==> src/rtl/btn_led_pkg.sv <==
// btn_led_pkg: shared definitions for the button-to-LED controller.
// Contents: per-channel LED mode encoding (2 bits per channel on MODE).
package btn_led_pkg;

   typedef enum logic [1:0] {
      MODE_FOLLOW = 2'b00,  // LED mirrors the debounced button
      MODE_TOGGLE = 2'b01,  // LED shows the press-toggled state
      MODE_BLINK  = 2'b10,  // LED blinks while the button is held
      MODE_RSVD   = 2'b11   // reserved, treated as follow
   } mode_e;

endpackage

==> src/rtl/btn_led_if.sv <==
// btn_led_if: button/mode/LED bundle between the pin-side logic and the
// controller.
//   BTN   [N_CH-1:0]   raw button levels, 1 = pressed
//   MODE  [2*N_CH-1:0] per-channel mode, bits [2i+1:2i]
//   LED   [N_CH-1:0]   LED drive, 1 = on
//   PRESS [N_CH-1:0]   one-cycle press strobe per channel
// master: drives BTN/MODE, observes LED/PRESS. slave: the controller.
interface btn_led_if #(
   parameter int unsigned N_CH = 3
);

   logic [N_CH-1:0]   BTN;
   logic [2*N_CH-1:0] MODE;
   logic [N_CH-1:0]   LED;
   logic [N_CH-1:0]   PRESS;

   modport master (output BTN, output MODE, input LED, input PRESS);
   modport slave  (input BTN, input MODE, output LED, output PRESS);

endinterface

==> src/rtl/btn_debounce.sv <==
// btn_debounce: one button channel -- two-flop synchroniser, debouncer and
// rising-edge detect on the debounced level.
//   clk, rst : clock, synchronous active-high reset
//   btn      : raw asynchronous button level
//   stable   : debounced level (registered)
//   rise     : combinational, high in the cycle after stable went 0->1
// A change on the synchronised input is accepted only after it has differed
// from stable for DEBOUNCE_CYCLES consecutive cycles.
module btn_debounce #(
   parameter int unsigned DEBOUNCE_CYCLES = 120000
) (
   input  logic clk,
   input  logic rst,
   input  logic btn,
   output logic stable,
   output logic rise
);

   localparam int unsigned CW = $clog2(DEBOUNCE_CYCLES + 1);
   localparam logic [CW-1:0] CNT_LAST = CW'(DEBOUNCE_CYCLES - 1);

   logic          sync1;
   logic          sync2;
   logic          stable_prev;
   logic [CW-1:0] cnt;

   always_ff @(posedge clk) begin
      if (rst) begin
         sync1       <= 1'b0;
         sync2       <= 1'b0;
         stable      <= 1'b0;
         stable_prev <= 1'b0;
         cnt         <= '0;
      end else begin
         sync1       <= btn;
         sync2       <= sync1;
         stable_prev <= stable;
         if (sync2 == stable) begin
            cnt <= '0;
         end else if (cnt == CNT_LAST) begin
            stable <= sync2;
            cnt    <= '0;
         end else begin
            cnt <= cnt + CW'(1);
         end
      end
   end

   assign rise = stable & ~stable_prev;

endmodule

==> src/rtl/btn_led_ctrl.sv <==
// btn_led_ctrl: N_CH-channel button-to-LED controller.
//   CLK : system clock
//   RST : synchronous active-high reset
//   bus : btn_led_if slave -- BTN in, MODE in, LED out (registered),
//         PRESS out (registered one-cycle strobe on debounced press)
// Per channel: debounce, then LED by mode: follow, toggle-on-press, or
// blink-while-held (reserved mode behaves as follow).
// Build option: BTN_LED_BLINK_EN adds the shared blink counter; without it
// blink mode behaves as follow.
module btn_led_ctrl
   import btn_led_pkg::*;
#(
   parameter int unsigned N_CH            = 3,
   parameter int unsigned DEBOUNCE_CYCLES = 120000,
   parameter int unsigned BLINK_HALF      = 3000000
) (
   input logic       CLK,
   input logic       RST,
   btn_led_if.slave  bus
);

   if (N_CH < 1 || DEBOUNCE_CYCLES < 1 || BLINK_HALF < 1) begin : g_param_check
      $error("btn_led_ctrl: N_CH, DEBOUNCE_CYCLES and BLINK_HALF must be >= 1");
   end

   logic [N_CH-1:0] stable;
   logic [N_CH-1:0] rise;
   logic [N_CH-1:0] tgl;
   logic [N_CH-1:0] tgl_next;
   logic [N_CH-1:0] led_next;
   logic            blink_phase;

   for (genvar i = 0; i < N_CH; i++) begin : g_ch
      btn_debounce #(
         .DEBOUNCE_CYCLES(DEBOUNCE_CYCLES)
      ) u_deb (
         .clk    (CLK),
         .rst    (RST),
         .btn    (bus.BTN[i]),
         .stable (stable[i]),
         .rise   (rise[i])
      );
   end

`ifdef BTN_LED_BLINK_EN
   localparam int unsigned BW = (BLINK_HALF > 1) ? $clog2(BLINK_HALF) : 1;
   localparam logic [BW-1:0] BLINK_LAST = BW'(BLINK_HALF - 1);

   logic [BW-1:0] blink_cnt;

   // Free-running and shared by all channels; not aligned to any press.
   always_ff @(posedge CLK) begin
      if (RST) begin
         blink_cnt   <= '0;
         blink_phase <= 1'b0;
      end else if (blink_cnt == BLINK_LAST) begin
         blink_cnt   <= '0;
         blink_phase <= ~blink_phase;
      end else begin
         blink_cnt <= blink_cnt + BW'(1);
      end
   end
`else
   // Phase held high so blink mode reduces to follow.
   assign blink_phase = 1'b1;
`endif

   // Toggle state flips on every press whatever the mode; the LED in toggle
   // mode shows the post-flip value so it changes in the same cycle as PRESS.
   always_comb begin
      tgl_next = tgl ^ rise;
      led_next = '0;
      for (int unsigned i = 0; i < N_CH; i++) begin
         case (mode_e'(bus.MODE[2*i +: 2]))
            MODE_TOGGLE: led_next[i] = tgl_next[i];
            MODE_BLINK:  led_next[i] = stable[i] & blink_phase;
            default:     led_next[i] = stable[i];
         endcase
      end
   end

   always_ff @(posedge CLK) begin
      if (RST) begin
         tgl       <= '0;
         bus.LED   <= '0;
         bus.PRESS <= '0;
      end else begin
         tgl       <= tgl_next;
         bus.LED   <= led_next;
         bus.PRESS <= rise;
      end
   end

endmodule
==> src/flat_wrapper.sv <==
// flat-port wrapper written by rule: the top's interface ports become plain ports
module btn_led_ctrl_flat import btn_led_pkg::*;
#(
   parameter int unsigned N_CH            = 3,
   parameter int unsigned DEBOUNCE_CYCLES = 120000,
   parameter int unsigned BLINK_HALF      = 3000000
)
  (CLK, RST, bus_BTN, bus_MODE, bus_LED, bus_PRESS);
  btn_led_if #(.N_CH(N_CH)) bus_i ();
  input logic CLK;
  input logic RST;
  input wire logic [$bits(bus_i.BTN)-1:0] bus_BTN;
  input wire logic [$bits(bus_i.MODE)-1:0] bus_MODE;
  output wire logic [$bits(bus_i.LED)-1:0] bus_LED;
  output wire logic [$bits(bus_i.PRESS)-1:0] bus_PRESS;
  assign bus_i.BTN = bus_BTN;
  assign bus_i.MODE = bus_MODE;
  assign bus_LED = bus_i.LED;
  assign bus_PRESS = bus_i.PRESS;
  btn_led_ctrl #(.N_CH(N_CH), .DEBOUNCE_CYCLES(DEBOUNCE_CYCLES), .BLINK_HALF(BLINK_HALF)) u_core (.CLK(CLK), .RST(RST), .bus(bus_i));
endmodule
==> config.mk <==
export PLATFORM = sky130hd
export DESIGN_NAME = btn_led_ctrl_flat
export DESIGN_NICKNAME = d
export VERILOG_FILES = /design/src/rtl/btn_led_pkg.sv /design/src/rtl/btn_led_if.sv /design/src/rtl/btn_debounce.sv /design/src/rtl/btn_led_ctrl.sv /design/src/flat_wrapper.sv
export SDC_FILE = /design/constraint.sdc
export NUM_CORES = 1
export LEC_CHECK = 0
export CORE_MARGIN = 4
export CORE_UTILIZATION = 55
export CTS_BUF_LIST = sky130_fd_sc_hd__clkbuf_2
export CTS_CLUSTER_DIAMETER = 200
export DETAILED_ROUTE_END_ITERATION = 16
export PLACE_DENSITY = 0.81
export SLEW_MARGIN = 20
export SYNTH_ARGS = -nofsm -noshare
export SYNTH_HDL_FRONTEND = slang
export SYNTH_SLANG_ARGS = --single-unit
export TNS_END_PERCENT = 100
==> constraint.sdc <==
create_clock -name CLK -period 5.45 [get_ports CLK]
set_input_delay 0.8175 -clock CLK [delete_from_list [all_inputs] [get_ports CLK]]
set_output_delay 0.8175 -clock CLK [all_outputs]
set_load 0.05 [all_outputs]
==> summary.txt, run 1 <==
Outcome
  – Status: finished clean

Place
  – HPWL Detailed: 3.65 mm
  – Final Wtd Congestion: 0.864
  – IO buf count: 16

Clocking
  – CTS resizes: 0
  – TritonCTS clock tree: yes
  – # Post-CTS Setup Buffers: 0
  – Post-CTS Hold Fix Bufs: 0
  – CTS HTree Levels: 3
  – Clk buf depth: 2
  – Root Driver: clkbuf_2
  – Worst skew pair latency: 0.49 ns
  – Clock Sinks: 72
  – CTS Buf Count: 9
  – CTS clk-pin slew, worst paths: 0.22 ns

STA
  – Final Skew: 0.0207 ns
  – Worst slew pin tran: 0.699 ns
  – RSZ-0062 raised after global routing: no
  – # setup viols final: 0
  – Slew margin rel.: 0.534
  – Max Fclk: 405 MHz
  – Fin crit share: 0.453
  – Max Slew Vio Count: 0
  – Tmin final: 2.47 ns
  – Final Hold Fails: 0
  – Setup TNS: 0 ns

Global routing
  – First-pass GRT wire length: 9.07 mm
  – Largest net degree at the start of global routing: 22
  – M1 GR Usage: 0.212
  – Most Crowded Layer GR: met2
  – GR Util met3: 0.0456
  – Global-route usage over all layers: 0.172
  – Met2 Use GR: 0.281
  – Number of global-route vias before repair: 2195
  – Remaining global-route overflow: 0
  – Initial antenna violation count: 0

Synth
  – Top post-synthesis cells by count: dfxtp_1, nor2_1, xnor2_1, nand3_1, nand2_1
  – Yosys top cell area share: 0.473
  – Synth Register Bits: 72
  – Leading area contributor after synthesis: dfxtp_1
  – Cell count after synthesis: 341
  – Sequential fraction of the synthesis area: 0.473
  – Syn Area/Cell: 8.95 sq um
  – Synth unique cells: 36
  – Most common flop cell mapped by yosys: dfxtp_1
  – Top-count cell post-synth: dfxtp_1
  – Synthesized cell area: 3050 sq um
  – Yosys warns: 0
  – Syn_nets: 355
  – Async set-or-reset flop fraction in the synthesized netlist: 0
  – Largest cells by area after synthesis: dfxtp_1, xnor2_1, nor2_1
  – EDFF count, synth: 0

Detailed routing
  – WL/cell: 12.0 um
  – Post-DR vias/cell: 5.30
  – Antenna-violating nets left: 0
  – DRC: 0
  – First-pass detailed-route iteration total: 4
  – Vias: 2301
  – Drt initial violations: 77
  – Final WL: 5.21 mm

Setup path
  – Delay of the slowest critical-path stage: 0.80 ns
  – Critical path endpoint category: primary output
  – Worst-path maximum fanout: 1
  – Setup CP Type: reg -> out
  – Largest delay share family, worst path: buffers and inverters
  – Cells along the critical path: clkdlybuf4s50_1
  – Startpoint types: register
  – Arrival @ worst endpoint: 1.65 ns
  – Worst Path Required: 4.63 ns
  – Bufs and invs on worst path: 1
  – Slowest stage cell, crit path: clkdlybuf4s50_1

Power
  – Power Dens Cells: 254 nW/um^2
  – Static Leak: 0.00106 uW
  – VDD IR max: 130 uV

Job
  – Max-Cap Viols: 0

Floorplan
  – DIE AREA: 6800 sq um
  – Die span in y: 82.5 um
  – IO Pins: 17
  – Initial Utilization: 0.582
  – Total core area: 5240 sq um
  – Die Wd: 82.5 um
  – Site row count: 26

Cells and area
  – Layout cell share with drive strength beyond 1: 0.0687
  – NumNets Final: 373
  – Final core occ: 0.647
  – N_diodes: 0
  – Synth-to-Final Area Change: 11.1%

Min path
  – Worst min path class: reg -> reg
-- layout make-up --
| cell class | instances | area, sq um |
|---|---|---|
| fillers | 448 | 1850 |
| multi-input cells | 252 | 1540 |
| flip-flops and latches | 72 | 1440 |
| repair buffers | 16 | 160 |
| well taps | 70 | 87.6 |
| clock inverters | 7 | 80.1 |
| clock buffers | 9 | 45.0 |
| inverters | 8 | 30.0 |
-- metal layers --
layer / share of wire / vias to the layer above
met5: 0 / -
met4: 0.018 / 0
met3: 0.031 / 9
met2: 0.46 / 30
met1: 0.49 / 1061
li1: - / 1201
-- stage by stage --
step | cells | setup WS (ns) | hold WS [ns] | cell area [sq um] | total power, uW
2_1_floorplan | 341 | 3.71 | 0.414 | 3050 | 551
3_3_place_gp | 418 | 2.71 | 0.421 | 3260 | 560
3_5_place_dp | 418 | 2.65 | 0.430 | 3260 | 560
4_1_cts | 434 | 2.95 | 0.466 | 3380 | 867
5_1_grt | 434 | 2.87 | 0.488 | 3390 | 894
6_report | 434 | 2.98 | 0.460 | 3390 | 859
-- final timing paths --
path / startpoint / cells past startpoint / slack [ns] / to
max: u_core.bus.LED[1] / 1 / 2.98 / bus_LED[1]
min reg2reg: u_core.g_ch[1].u_deb.cnt[0] / 1 / 0.46 / u_core.g_ch[1].u_deb.cnt[0]
max reg2reg: u_core.g_ch[1].u_deb.cnt[0] / 5 / 3.46 / u_core.g_ch[1].u_deb.cnt[10]
min: u_core.g_ch[1].u_deb.cnt[0] / 1 / 0.46 / u_core.g_ch[1].u_deb.cnt[0]
-- where the power goes --
| part | switching [uW] | internal, uW |
|---|---|---|
| registers | 1.51 | 530 |
| logic | 8.01 | 10.0 |
| clock network | 199 | 110 |
-- worst reg2reg max path, stage by stage, from the launching register on --
cell and delay [ns]:
dfxtp_1 0.39, ha_1 0.23, nand2_1 0.15, or2_2 0.38
o31ai_4 0.62, nor2_1 0.12
-- cells by family after synthesis --
logic type / Yosys count / share of synthesized area
compound gates: 18 / 0.0394
buf+inv: 17 / 0.0226
mux: 2 / 0.00656
fa+ha+maj: 3 / 0.0123
xor+xnor: 48 / 0.138
simple gates: 181 / 0.309
flops: 72 / 0.473
-- registers in the layout, summed over array words and instances (netlist names) --
signal / cells
u_core.g_ch.u_deb.sync1: 3
u_core.g_ch.u_deb.stable: 3
u_core.g_ch.u_deb.cnt: 51
u_core.bus.LED: 3
u_core.tgl: 3
u_core.g_ch.u_deb.sync2: 3
u_core.g_ch.u_deb.stable_prev: 3
u_core.bus.PRESS: 3
-- layout by cell type, fill, tap and decap left out, types with 3 or more instances in the layout --
cell	instances
dfxtp_1	72
nor2_1	66
xnor2_1	32
nand3_1	21
nand2_1	18
xor2_1	16
clkdlybuf4s50_1	16
nand4_1	14
nor4_1	13
nor2b_1	11
o21ai_0	9
clkbuf_2	9
inv_1	8
nand2b_1	8
nor3_1	7
and2_1	4
nor4bb_1	3
and4_1	3
a21boi_0	3
ha_1	3
No activity file was read; power rests on OpenSTA's default activity.
==> inputs of run 2 (changes only) <==
--- a/config.mk
+++ b/config.mk
@@ -10,7 +10,7 @@
 export CTS_BUF_LIST = sky130_fd_sc_hd__clkbuf_2
 export CTS_CLUSTER_DIAMETER = 200
 export DETAILED_ROUTE_END_ITERATION = 16
-export PLACE_DENSITY = 0.81
+export PLACE_DENSITY = 0.84
 export SLEW_MARGIN = 20
 export SYNTH_ARGS = -nofsm -noshare
 export SYNTH_HDL_FRONTEND = slang
==> constraint.sdc (replaced) <==
create_clock -name CLK -period 2.2 [get_ports CLK]
set_input_delay 0.33 -clock CLK [delete_from_list [all_inputs] [get_ports CLK]]
set_output_delay 0.33 -clock CLK [all_outputs]
set_load 0.05 [all_outputs]
==> run 2 against run 1 <==
Sequential power up 150%. Clock skew up 0.0046 ns. Global-route usage increased by 0.32 points. Sequential share of layout area shrank 0.39 points. Critical path depth is the same. Routed wire length rose by 3.4%. Total power increased by 140%. Non-clock buffer count rose by 7. Via count is 1.8% higher. Critical endpoint is now bus_LED[0].
==> summary.txt, run 2 (synthesis results as in run 1) <==
Setup path
  – Worst setup path startpoint: u_core.bus.LED[0]
  – Slowest stage cell, crit path: clkdlybuf4s50_1
  – Bufs and invs on worst path: 1 (unchanged)
  – Reg2reg setup slack: 0.36 ns (-3.10 ns)
  – Critical path endpoint category: primary output
  – Worst-path maximum fanout: 1 (unchanged)
  – Startpoint types: register
  – RR Startpoint: u_core.g_ch[0].u_deb.cnt[2]
  – Cells along the critical path: clkdlybuf4s50_1
  – Largest delay share family, worst path: buffers and inverters
  – Setup CP Type: reg -> out
  – Delay of the slowest critical-path stage: 0.80 ns (about the same)
  – Arrival @ worst endpoint: 1.64 ns (about the same)
  – Worst Path Required: 1.87 ns (-2.76 ns)

Power
  – Sw frac: 0.230 (-0.0130)
  – Logic pwr share: 0.024 (+0.003)
  – Seq pwr share: 0.637 (+0.018)
  – Clock power share: 0.339 (-0.021)
  – VDD IR max: 425 uV (+230%)
  – Static Leak: 0.00108 uW (+2.3%)
  – Switching pwr: 475 uW (+130%)
  – Power Dens Cells: 605 nW/um^2 (+140%)
  – Power Internal: 1590 uW (+140%)

STA
  – Final worst setup slack: 0.227 ns (-2.76 ns)
  – Final Hold Fails: 0 (unchanged)
  – Final Skew: 0.0253 ns (+0.00456 ns)
  – Max Slew Vio Count: 0 (unchanged)
  – Tmin final: 1.97 ns
  – Fin crit share: 0.897
  – Max Fclk: 507 MHz
  – Slew margin rel.: 0.668 (+0.134)
  – Hold slack: 0.359 ns (-0.100 ns)
  – # setup viols final: 0 (unchanged)
  – RSZ-0062 raised after global routing: no
  – Worst slew pin tran: 0.497 ns (-0.203 ns)
  – Setup TNS: 0 ns (unchanged)

Floorplan
  – Die span in y: 82.5 um (unchanged)
  – Site row count: 26 (unchanged)
  – Die Wd: 82.5 um (unchanged)
  – Initial Utilization: 0.582 (unchanged)
  – DIE AREA: 6800 sq um (unchanged)
  – Total core area: 5240 sq um (unchanged)
  – IO Pins: 17 (unchanged)

Place
  – Placed instance area: 3310 sq um (+1.6%)
  – IO buf count: 16 (unchanged)
  – Final Wtd Congestion: 0.837 (-3.1%)
  – Pre-CTS setup slack: 0.426 ns (-2.22 ns)
  – HPWL Detailed: 3.85 mm (+5.4%)

Cells and area
  – Reg area: 1440 sq um (unchanged)
  – Max reg flops: 51 (unchanged)
  – Commonest non-fill, non-tap cell in the layout: dfxtp_1
  – Layout cell share with drive strength beyond 1: 0.0782 (+0.00949)
  – Most flop-heavy register: u_core.g_ch.u_deb.cnt
  – N_diodes: 0 (unchanged)
  – Multi-input gate area in the final layout: 1540 sq um (-0.24%)
  – Synth-to-Final Area Change: 12.1%
  – NumNets Final: 380 (+1.9%)
  – Fill cell count: 419 (-6.5%)
  – Post-route design area: 3420 sq um (+0.92%)
  – Commonest non-fill, non-tap cells in the layout: dfxtp_1, nor2_1, xnor2_1

Global routing
  – Global-route usage over all layers: 0.176 (+0.00324)
  – GR Util met3: 0.0466 (+0.00108)
  – Largest net degree at the start of global routing: 18 (-18%)
  – Remaining global-route overflow: 0 (unchanged)
  – Met2 Use GR: 0.267 (-0.0144)
  – First-pass GRT wire length: 9.06 mm (about the same)
  – M1 GR Usage: 0.225 (+0.0130)
  – Initial antenna violation count: 0 (unchanged)
  – Most Crowded Layer GR: met2
  – Number of global-route vias before repair: 2102 (-4.2%)

Clocking
  – # Post-CTS Setup Buffers: 0 (unchanged)
  – Clk buf depth: 2 (unchanged)
  – Root Driver: clkbuf_2
  – CTS resizes: 0 (unchanged)
  – TritonCTS clock tree: yes
  – Clock Sinks: 72 (unchanged)
  – CTS Buf Count: 9 (unchanged)
  – CTS clk-pin slew, worst paths: 0.19 ns (-0.03 ns)
  – Worst skew pair latency: 0.50 ns (about the same)
  – Post-CTS Hold Fix Bufs: 0 (unchanged)
  – CTS HTree Levels: 3 (unchanged)

Outcome
  – Status: finished clean

Min path
  – Worst min path class: in -> reg
  – Worst Hold Launch: bus_BTN[0]

Job
  – Max-Cap Viols: 0 (unchanged)

Detailed routing
  – Vias: 2342 (+1.8%)
  – WL/cell: 12.2 um (+1.7%)
  – DRC: 0 (unchanged)
  – Antenna-violating nets left: 0 (unchanged)
  – First-pass detailed-route iteration total: 4 (unchanged)
  – Post-DR vias/cell: 5.31 (+0.17%)
  – Final WL: 5.39 mm (+3.4%)
  – Drt initial violations: 159 (+110%)
==> run 2: layout make-up <==
| class | count | share of cell area |
|---|---|---|
| flip-flops and latches | 72 | 0.422 |
| clock inverters | 7 | 0.0183 |
| clock buffers | 9 | 0.0132 |
| multi-input cells | 252 | 0.450 |
| repair buffers | 23 | 0.0622 |
| inverters | 8 | 0.00878 |
| well taps | 70 | 0.0256 |
==> run 2: power by group through the flow <==
stage                     clock network (uW)  logic (uW)  registers [uW]
final                                    700        50.4            1320
after global routing                     773        55.0            1320
after CTS                                714        51.1            1320
after detailed placement                   0        50.8            1340
after global placement                     0        49.8            1340
after floorplan                            0        23.1            1340
==> run 2: stage by stage <==
stage / instances / power, uW / utilization
2_1_floorplan: 341 / 1370 / -
3_3_place_gp: 425 / 1390 / 0.632
3_5_place_dp: 425 / 1390 / 0.632
4_1_cts: 441 / 2080 / 0.653
5_1_grt: 441 / 2150 / 0.653
6_report: 441 / 2070 / 0.653
==> run 2: routing by layer <==
metal	wire [um]	up-vias
met5	0	-
met4	128	0
met3	297	15
met2	2390	69
met1	2570	1049
li1	-	1209
==> run 2: worst paths after layout <==
kind,cells past startpoint,to
worst max register to register,4,u_core.g_ch[0].u_deb.cnt[15]
worst max-delay path,1,bus_LED[0]
worst min register to register,1,u_core.g_ch[2].u_deb.sync2
worst min-delay path,2,u_core.g_ch[0].u_deb.sync1
